$ cat src/rtl/muldiv_pkg.sv
// Shared encodings for the HI/LO multiply/divide sequencer.
package muldiv_pkg;

  localparam int unsigned DefaultWidth = 32;

  typedef enum logic [2:0] {
    OpMult  = 3'd0,
    OpMultu = 3'd1,
    OpDiv   = 3'd2,
    OpDivu  = 3'd3,
    OpMthi  = 3'd4,
    OpMtlo  = 3'd5
  } op_e;

  typedef enum logic [1:0] {
    StIdle = 2'd0,
    StPrep = 2'd1,
    StRun  = 2'd2,
    StFix  = 2'd3
  } state_e;

endpackage

$ cat src/rtl/muldiv_core.sv
// One radix-2 iteration: shift-add multiply step or restoring-divide step.
module muldiv_core
  import muldiv_pkg::*;
#(
  parameter int unsigned WIDTH = DefaultWidth
) (
  input  logic                 is_div,
  input  logic [2*WIDTH-1:0]   acc,
  input  logic [WIDTH-1:0]     rem,
  input  logic [WIDTH-1:0]     opb,
  output logic [2*WIDTH-1:0]   acc_next,
  output logic [WIDTH-1:0]     rem_next
);

  logic [WIDTH:0]   sum;
  logic [WIDTH:0]   shifted;
  logic [WIDTH+1:0] diff;

  always_comb begin
    // Multiply: upper half accumulates, multiplier sits in the low half and shifts out.
    sum     = {1'b0, acc[2*WIDTH-1:WIDTH]} + (acc[0] ? {1'b0, opb} : '0);
    // Divide: dividend bits leave the low half MSB-first, quotient bits enter at the LSB.
    shifted = {rem, acc[WIDTH-1]};
    diff    = {1'b0, shifted} - {2'b00, opb};
    if (is_div) begin
      if (diff[WIDTH+1]) begin
        rem_next = shifted[WIDTH-1:0];
        acc_next = {acc[2*WIDTH-1:WIDTH], acc[WIDTH-2:0], 1'b0};
      end else begin
        rem_next = diff[WIDTH-1:0];
        acc_next = {acc[2*WIDTH-1:WIDTH], acc[WIDTH-2:0], 1'b1};
      end
    end else begin
      rem_next = rem;
      acc_next = {sum, acc[WIDTH-1:1]};
    end
  end

endmodule

$ cat src/rtl/muldiv_seq.sv
// Iterative mult/div sequencer owning HI/LO; stalls decode while busy.
// Optional MULDIV_EARLY_OUT_EN: unsigned multiply retires once remaining multiplier bits are zero.
module muldiv_seq
  import muldiv_pkg::*;
#(
  parameter int unsigned WIDTH = DefaultWidth
) (
  input  logic             clk,
  input  logic             rst,
  input  logic             start_E,
  input  logic [2:0]       op_E,
  input  logic [WIDTH-1:0] a_E,
  input  logic [WIDTH-1:0] b_E,
  input  logic             use_hilo_D,
  output logic             stall,
  output logic             busy,
  output logic             done,
  output logic [WIDTH-1:0] hi,
  output logic [WIDTH-1:0] lo
);

  localparam int unsigned CntW = $clog2(WIDTH);

  state_e             state_q, state_d;
  logic [CntW-1:0]    cnt_q, cnt_d;
  logic [2*WIDTH-1:0] acc_q, acc_d;
  logic [WIDTH-1:0]   rem_q, rem_d;
  logic [WIDTH-1:0]   opa_q, opa_d;
  logic [WIDTH-1:0]   opb_q, opb_d;
  logic               is_div_q, is_div_d;
  logic               neg_lo_q, neg_lo_d;
  logic               neg_rem_q, neg_rem_d;
  logic               dbz_q, dbz_d;
  logic [WIDTH-1:0]   hi_q, hi_d;
  logic [WIDTH-1:0]   lo_q, lo_d;
  logic               done_q, done_d;
`ifdef MULDIV_EARLY_OUT_EN
  logic               is_multu_q, is_multu_d;
  logic [WIDTH-1:0]   left_mask;
`endif

  op_e                op;
  logic               is_signed;
  logic [WIDTH-1:0]   a_abs, b_abs;
  logic [2*WIDTH-1:0] core_acc;
  logic [WIDTH-1:0]   core_rem;
  logic [2*WIDTH-1:0] prod_fix;

  assign op        = op_e'(op_E);
  assign is_signed = (op == OpMult) || (op == OpDiv);
  assign a_abs     = (is_signed && a_E[WIDTH-1]) ? -a_E : a_E;
  assign b_abs     = (is_signed && b_E[WIDTH-1]) ? -b_E : b_E;
  assign prod_fix  = neg_lo_q ? -acc_q : acc_q;

  muldiv_core #(
    .WIDTH(WIDTH)
  ) u_core (
    .is_div  (is_div_q),
    .acc     (acc_q),
    .rem     (rem_q),
    .opb     (opb_q),
    .acc_next(core_acc),
    .rem_next(core_rem)
  );

  always_comb begin
    state_d   = state_q;
    cnt_d     = cnt_q;
    acc_d     = acc_q;
    rem_d     = rem_q;
    opa_d     = opa_q;
    opb_d     = opb_q;
    is_div_d  = is_div_q;
    neg_lo_d  = neg_lo_q;
    neg_rem_d = neg_rem_q;
    dbz_d     = dbz_q;
    hi_d      = hi_q;
    lo_d      = lo_q;
    done_d    = 1'b0;
`ifdef MULDIV_EARLY_OUT_EN
    is_multu_d = is_multu_q;
    // Multiplier bits still unconsumed after the current step.
    left_mask  = {WIDTH{1'b1}} >> (32'(cnt_q) + 32'd1);
`endif
    unique case (state_q)
      StIdle: begin
        if (start_E) begin
          unique case (op)
            OpMthi: hi_d = a_E;
            OpMtlo: lo_d = a_E;
            OpMult, OpMultu, OpDiv, OpDivu: begin
              opa_d     = a_abs;
              opb_d     = b_abs;
              is_div_d  = (op == OpDiv) || (op == OpDivu);
              neg_lo_d  = is_signed && (a_E[WIDTH-1] ^ b_E[WIDTH-1]);
              neg_rem_d = (op == OpDiv) && a_E[WIDTH-1];
              dbz_d     = ((op == OpDiv) || (op == OpDivu)) && (b_E == '0);
`ifdef MULDIV_EARLY_OUT_EN
              is_multu_d = (op == OpMultu);
`endif
              state_d   = StPrep;
            end
            default: ;
          endcase
        end
      end
      StPrep: begin
        acc_d   = {{WIDTH{1'b0}}, opa_q};
        rem_d   = '0;
        cnt_d   = '0;
        state_d = StRun;
      end
      StRun: begin
        acc_d = core_acc;
        rem_d = core_rem;
        if (cnt_q == CntW'(WIDTH - 1)) begin
          state_d = StFix;
        end else begin
          cnt_d = cnt_q + 1'b1;
        end
`ifdef MULDIV_EARLY_OUT_EN
        if (is_multu_q && ((core_acc[WIDTH-1:0] & left_mask) == '0)) begin
          acc_d   = core_acc >> (CntW'(WIDTH - 1) - cnt_q);
          state_d = StFix;
        end
`endif
      end
      StFix: begin
        if (is_div_q) begin
          // Divide by zero leaves |dividend| in rem; the dividend-sign fix restores it as given.
          lo_d = dbz_q ? {WIDTH{1'b1}} : (neg_lo_q ? -acc_q[WIDTH-1:0] : acc_q[WIDTH-1:0]);
          hi_d = neg_rem_q ? -rem_q : rem_q;
        end else begin
          hi_d = prod_fix[2*WIDTH-1:WIDTH];
          lo_d = prod_fix[WIDTH-1:0];
        end
        done_d  = 1'b1;
        state_d = StIdle;
      end
      default: state_d = StIdle;
    endcase
  end

  always_ff @(posedge clk or posedge rst) begin
    if (rst) begin
      state_q   <= StIdle;
      cnt_q     <= '0;
      acc_q     <= '0;
      rem_q     <= '0;
      opa_q     <= '0;
      opb_q     <= '0;
      is_div_q  <= 1'b0;
      neg_lo_q  <= 1'b0;
      neg_rem_q <= 1'b0;
      dbz_q     <= 1'b0;
      hi_q      <= '0;
      lo_q      <= '0;
      done_q    <= 1'b0;
`ifdef MULDIV_EARLY_OUT_EN
      is_multu_q <= 1'b0;
`endif
    end else begin
      state_q   <= state_d;
      cnt_q     <= cnt_d;
      acc_q     <= acc_d;
      rem_q     <= rem_d;
      opa_q     <= opa_d;
      opb_q     <= opb_d;
      is_div_q  <= is_div_d;
      neg_lo_q  <= neg_lo_d;
      neg_rem_q <= neg_rem_d;
      dbz_q     <= dbz_d;
      hi_q      <= hi_d;
      lo_q      <= lo_d;
      done_q    <= done_d;
`ifdef MULDIV_EARLY_OUT_EN
      is_multu_q <= is_multu_d;
`endif
    end
  end

  assign busy  = (state_q != StIdle);
  assign stall = busy & use_hilo_D;
  assign done  = done_q;
  assign hi    = hi_q;
  assign lo    = lo_q;

endmodule

$ cat config.mk
export PLATFORM = sky130hd
export DESIGN_NAME = muldiv_seq
export DESIGN_NICKNAME = d
export VERILOG_FILES = /design/src/rtl/muldiv_pkg.sv /design/src/rtl/muldiv_core.sv /design/src/rtl/muldiv_seq.sv
export SDC_FILE = /design/constraint.sdc
export NUM_CORES = 1
export LEC_CHECK = 0
export ABC_CLOCK_PERIOD_IN_PS = 9700
export CORE_ASPECT_RATIO = 1.4
export CORE_MARGIN = 4
export CORE_UTILIZATION = 60
export DETAILED_ROUTE_END_ITERATION = 10
export GPL_ROUTABILITY_DRIVEN = 0
export PLACE_DENSITY = 0.93
export SLEW_MARGIN = 25
export SYNTH_ARGS = -nofsm -noshare
export SYNTH_HDL_FRONTEND = slang
export SYNTH_SLANG_ARGS = --single-unit
$ cat constraint.sdc
create_clock -name clk -period 9.7 [get_ports clk]
set_clock_uncertainty 0.15 [all_clocks]
set_input_delay 1.94 -clock clk [delete_from_list [all_inputs] [get_ports clk]]
set_output_delay 1.94 -clock clk [all_outputs]
set_load 0.03 [all_outputs]
==> results by group, run 1 <==
Run status
  – Outcome: finished, final reports clean

Floorplanning
  – Initial Util: 0.611
  – CORE AREA: 0.0277 mm2
  – Die Span Y: 207 um
  – IO Pins: 138
  – Die width: 150 um
  – Die area: 0.0310 mm2
  – Row count: 72

Hold path
  – Worst Hold End: hi[1]
  – Hold Path Stages: 2
  – Hold path start: hi[1]
  – HP Class: reg2reg

Clock network
  – CTS Buf Count: 24
  – Post-CTS Resized: 0
  – Clock root cell: clkbuf_16
  – Hold buffer count at cts: 0
  – Clock Latency Late Sink: 530 ps
  – Postcts setup bufs: 0
  – Clk sinks: about 240
  – CTS max path bufs: 3
  – CTS clk-pin slew, worst paths: 60 ps
  – Htree depth: 1
  – CTS tree: built

Synthesis
  – Post-synthesis register bit count: ~240
  – Syn_nets: 2201
  – Mapped Cells: 2054
  – Count of cell types in the netlist: between 60 and 70
  – Post-synth EDFFs: 0
  – Post-Synthesis Cell Area: 0.0169 mm2
  – Mean Syn Cell Area: 8.25 um2
  – Main synth FF type: dfrtp_1
  – Post-synth ARST share: 1.00
  – Sequential share of the synthesized area: 0.349
  – Synthesis Warnings: 0

STA
  – Tmin final: roughly 5300 ps
  – # setup viols final: 0
  – Post-route worst setup slack: about 4400 ps
  – Max-slew violation count: 0
  – Fmax: 189 MHz
  – Unrepaired setup endpoints after global routing: false
  – Tcrit/Tclk final: 0.545
  – Setup TNS Final: 0 ps
  – Worst slew margin: 0.298
  – Hold Fails Final Rpt: 0
  – Worst hold-check slack: ~320 ps
  – Slew @ Worst Pin: 1040 ps

Finish
  – Area added between synthesis and finish: 14.0%
  – Non-filler instance count after layout: roughly 2500
  – Filler cells: between 2000 and 2500
  – Share of cells above drive strength 1: 0.0539
  – Util after Layout: 0.696
  – Final #Nets: 2266
  – Number of antenna diodes: 0

Critical path
  – Critical Path Sink Type: flop
  – R2R setup slack: 4990 ps
  – Crit path max-delay family: simple AND/OR/NAND/NOR gates
  – Nature of the critical path startpoint: primary input
  – Crit Path Category: in2reg
  – Beginning of the critical path: a_E[6]
  – Critical path, cell by cell: clkdlybuf4s50_1, or4_1, nor4b_1, nand2_1, nor2_1, nand2_1, or2_2, o41ai_1, xor2_1, o21ai_0
  – CP Depth: 10
  – Critical path's slowest cell: nor4b_1
  – Worst flop-to-flop path startpoint: acc_q[0]
  – Crit path largest cell delay: between 700 and 800 ps
  – Crit path DAT: 5520 ps
  – Reg2reg end: hi[26]
  – Most Frequent Cell on Critical Path: nand2_1
  – Required @ worst endpoint: approximately 10000 ps
  – Worst Path Buf+Inv: 1
  – Worst-path fanout max: 4
  – Reg2Reg Depth: 11

Placement
  – # placed instances: 2462
  – Post-detail-place hpwl: 35500 um
  – IO Port Bufs: 137
  – Setup slack at placement: 4000 ps

Route
  – Routed WL: roughly 49000 um
  – First-pass DRT Iterations: 8
  – Post-route ant nets: 0
  – Drt wl/cell: 19.7 um
  – Initial detailed-routing violation count: 1780
  – Vias: approximately 16000
  – Via density: 6.52
  – Remaining DRCs: 0

Global routing
  – Vias in the first global route: 16000
  – Global-route wire length before repair: 79800 um
  – Largest net degree at the start of global routing: 83
  – Grt ovf: 0
  – GRT Overall Usage: 0.315
  – Initial antenna violation count: 0

Power
  – LEAKAGE: 0.00831 uW
  – PwrDens: 315 mW/mm2
  – Max rail drop VDD: 240 uV

Flow run
  – Max-cap violations: 0
[logic make-up (layout without fill, tap and decap cells)]
| logic type | Yosys count | count (layout) | synth area share |
|---|---|---|---|
| fa+ha+maj | 76 | 76 | 0.0570 |
| compound gates | 657 | 657 | 0.235 |
| buf+inv | 185 | 263 | 0.0414 |
| mux | 70 | 70 | 0.0437 |
| xor+xnor | 208 | 208 | 0.108 |
| simple gates | 622 | 622 | 0.167 |
| flops | 236 | 236 | 0.349 |
[worst max path at each step]
stage          slack (ps)         to
2_1_floorplan        1140   acc_q[0]
3_3_place_gp         4090  opa_q[29]
3_5_place_dp         4000  opa_q[29]
4_1_cts              4410      stall
5_1_grt              4360  opa_q[29]
6_report             4420  opa_q[29]
[state kept, by name, summed over array words and instances (netlist names)]
register	count
acc_q	64
cnt_q	5
dbz_q	1
done	1
hi	32
is_div_q	1
lo	32
neg_lo_q	1
neg_rem_q	1
opa_q	32
opb_q	32
rem_q	32
state_q	2
[through the flow]
stage / instance area (um2) / total power [uW]
3_5_place_dp: 18500 / 5010
2_1_floorplan: 16900 / 4080
3_3_place_gp: 18500 / 4840
4_1_cts: 19300 / 5980
6_report: 19300 / 6070
5_1_grt: 19300 / 6440
[cell usage in the layout (no fill, tap or decap), drive strengths merged, types with 21 or more instances in the layout]
master,netlist,routed
nand2,276,276
o21ai,262,262
dfrtp,236,236
nor2,165,165
a21oi,152,152
clkdlybuf4s50,0,137
xnor2,116,116
xor2,92,92
ha,74,74
inv,68,68
o31ai,41,41
mux2i,39,39
a21o,38,38
o22ai,37,37
nand2b,33,33
clkbuf,100,33
mux2,31,31
or3,27,27
nor3,23,23
o41ai,21,21
[layer usage]
layer / GRT usage / up-vias / part of all wire
met5: 0 / - / 0
met1: 0.363 / 7653 / 0.35
met4: 0.187 / 0 / 0.061
li1: - / 7425 / -
met2: 0.555 / 982 / 0.50
met3: 0.0446 / 248 / 0.094
[power by group]
| part | switching [uW] | internal, uW | total [uW] |
|---|---|---|---|
| registers | 456 | 1390 | 1840 |
| logic | 1990 | 1320 | 3310 |
| clock network | 393 | 524 | 917 |
[final cells by class]
class / count / area (um2) / area share
inverter: 68 / 263 / 0.0136
clock buffer: 33 / 696 / 0.0360
timing repair buffer: 156 / 1540 / 0.0798
sequential: 236 / 5910 / 0.306
clock inverter: 6 / 61.3 / 0.00318
multi-input combinational: 1633 / 10400 / 0.537
tap: 370 / 463 / 0.0240
[cell usage after synthesis, types with 9 or more instances]
library cell	number	area share
clkbuf_1	100	0.022
ha_1	74	0.055
o22ai_1	37	0.014
inv_1	68	0.015
nor2_1	164	0.036
mux2_2	31	0.021
nor2b_1	12	0.0044
xnor2_1	116	0.060
buf_1	13	0.0029
nor4_1	12	0.0044
o21bai_1	12	0.0053
nor3_1	22	0.0065
nand3_1	19	0.0056
a31oi_1	9	0.0033
mux2i_1	39	0.023
o41ai_1	20	0.010
a21o_1	38	0.017
o31ai_1	39	0.017
dfrtp_1	236	0.35
a21oi_1	152	0.045
o211ai_1	13	0.0058
nand2_1	276	0.061
or4_1	14	0.0062
nand2b_1	32	0.012
xor2_1	92	0.048
o21ai_0	259	0.077
or3_1	25	0.0092
a211oi_1	16	0.0071
[worst min-delay path, stage by stage (launching register included)]
cell and delay, ps:
dfrtp_1 340, nand2_1 60, nand2_1 50
Power figures use the tool's default switching activity.
==> inputs of run 2 (changes only) <==
ABC_CLOCK_PERIOD_IN_PS = 4550   (was 9700)
CORE_UTILIZATION = 54   (was 60)
PLACE_DENSITY = 0.89   (was 0.93)
clock period = 4.55 ns   (was 9.7 ns; I/O delays follow)
==> results by group, run 2 (same netlist as run 1, synthesis figures left out) <==
Run status
  – Outcome: finished, final reports clean

Power
  – PwrDens: 667 mW/mm2 (+110%)
  – Max rail drop VDD: 318 uV (+32%)
  – LEAKAGE: 0.00841 uW (+1.2%)

Flow run
  – Max-cap violations: 0 (unchanged)

Finish
  – Largest Register: acc_q
  – Number of antenna diodes: 0 (unchanged)
  – Filler cells: 2460 (+20%)
  – Commonest non-fill, non-tap cell in the layout: nand2_1
  – Max reg flops: 64 (unchanged)
  – Util after Layout: 0.631 (-0.0648)
  – Share of cells above drive strength 1: 0.0619 (+0.00795)
  – Area of the multi-input gates: 0.0104 mm2 (-0.18%)
  – Storage cell area: 0.00591 mm2 (about the same)
  – Area added between synthesis and finish: 15.1%
  – Final #Nets: 2279 (+0.57%)
  – Commonest cells after routing, fill and taps aside: 276 x nand2_1, 259 x o21ai_0, 234 x dfrtp_1

Route
  – Vias: 16100 (-1.3%)
  – First-pass DRT Iterations: 6 (-2)
  – Initial detailed-routing violation count: 1373 (-23%)
  – Routed WL: 48200 um (-2.5%)
  – Via density: 6.34 (-2.8%)
  – Post-route ant nets: 0 (unchanged)
  – Drt wl/cell: 19.0 um (-3.9%)
  – Remaining DRCs: 0 (unchanged)

Hold path
  – Hold path start: hi[1]
  – HP Class: reg2reg

Global routing
  – Global-route wire length before repair: 78300 um (-2.0%)
  – Vias in the first global route: 15700 (-1.8%)
  – Initial antenna violation count: 0 (unchanged)
  – Grt ovf: 0 (unchanged)
  – Largest net degree at the start of global routing: 137 (+65%)
  – GRT Overall Usage: 0.276 (-0.0393)

Floorplanning
  – Die area: 0.0343 mm2 (+11%)
  – CORE AREA: 0.0309 mm2 (+11%)
  – Die Span Y: 218 um (+5.2%)
  – IO Pins: 138 (unchanged)
  – Row count: 76 (+5.6%)
  – Die width: 158 um (+5.1%)
  – Initial Util: 0.548 (-0.0624)

Critical path
  – Crit path DAT: 4310 ps (-1210 ps)
  – Critical path's slowest cell: o221a_2
  – Worst flop-to-flop path startpoint: rem_q[2]
  – Beginning of the critical path: rem_q[2]
  – Worst Path Buf+Inv: 0 (-1)
  – Crit Path Category: reg2reg
  – Nature of the critical path startpoint: flop
  – Crit path largest cell delay: 840 ps (+60 ps)
  – Critical path, cell by cell: ha_1, a21o_1, a21oi_1, a211oi_1, o2111ai_1, a31oi_1, o221ai_1, o221a_2, a21oi_1, o21ai_0, o21ai_0
  – R2R setup slack: 470 ps (-4520 ps)
  – Required @ worst endpoint: 4790 ps (-5140 ps)
  – Worst-path fanout max: 39 (+35)
  – Crit path max-delay family: compound AO/OA/AOI/OAI gates
  – Critical Path Sink Type: flop

STA
  – Worst slew margin: 0.387 (+0.0894)
  – Tmin final: approximately 4100 ps
  – Setup TNS Final: 0 ps (unchanged)
  – Hold Fails Final Rpt: 0 (unchanged)
  – Tcrit/Tclk final: 0.896
  – Worst hold-check slack: 327 ps (+2.50 ps)
  – Fmax: 245 MHz
  – # setup viols final: 0 (unchanged)
  – Slew @ Worst Pin: 896 ps (-148 ps)
  – Unrepaired setup endpoints after global routing: false
  – Max-slew violation count: 0 (unchanged)
  – Post-route worst setup slack: 472 ps (-3940 ps)

Clock network
  – Postcts setup bufs: 0 (unchanged)
  – Hold buffer count at cts: 0 (unchanged)
  – Post-CTS Resized: 0 (unchanged)
  – CTS Buf Count: 24 (unchanged)
  – Htree depth: 1 (unchanged)
  – CTS clk-pin slew, worst paths: 60 ps (about the same)
  – CTS tree: built
  – Clock Latency Late Sink: 540 ps (about the same)
  – CTS max path bufs: 3 (unchanged)
  – Clk sinks: 236 (unchanged)
  – Clock root cell: clkbuf_16

Placement
  – Post-detail-place hpwl: 35700 um (+0.44%)
  – IO Port Bufs: 137 (unchanged)
  – Setup slack at placement: 142 ps (-3860 ps)
[run 2: cell count changes in the layout (fill, tap and decap cells not counted), moves of 2 or more]
cell,before,now
clkbuf_8,4,8
buf_12,0,3
buf_4,16,29
buf_6,2,0
[run 2: worst paths after layout]
path	end	cells past startpoint
min in group asynchronous	opa_q[7]	2
max reg2reg	acc_q[0]	11
max in group asynchronous	opb_q[26]	3
max	acc_q[0]	11
min	hi[1]	2
min reg2reg	hi[1]	2
[run 2: worst min-delay path, delay by kind of cell (launching register included)]
family	cells	cell delay, ps
DFF	1	350
and+or+nand+nor	2	100
[run 2: stage by stage]
step / cells / instance area (um2) / total power, uW
floorplan: 2054 / 16900 / 8690
CTS: 2539 / 19500 / 12900
finish: 2539 / 19500 / 13000
global route: 2539 / 19500 / 13900
global placement: 2496 / 18700 / 10400
detailed placement: 2496 / 18700 / 10800
[run 2: layer usage]
metal	track usage	vias up	part of all wire
met5	0	-	0
met1	0.328	7595	0.36
met3	0.0338	204	0.080
met2	0.483	829	0.50
met4	0.145	0	0.055
li1	-	7466	-
[run 2: layout make-up]
class / instances / area share
inverter: 68 / 0.0133
sequential: 236 / 0.303
multi-input combinational: 1633 / 0.531
timing repair buffer: 169 / 0.0846
tap: 390 / 0.0250
clock inverter: 7 / 0.00468
clock buffer: 36 / 0.0383
[run 2: report_power, final]
| group | switching, uW | internal (uW) | total, uW |
|---|---|---|---|
| logic | 4110 | 2840 | 6950 |
| registers | 989 | 2960 | 3940 |
| clock network | 862 | 1250 | 2110 |
| total | 5960 | 7040 | 13000 |
==> inputs of run 3 (changes only) <==
TNS_END_PERCENT = 30   (was unset)
==> results of run 3 <==
The final DEF is identical to that of run 2; final timing and power are the same.
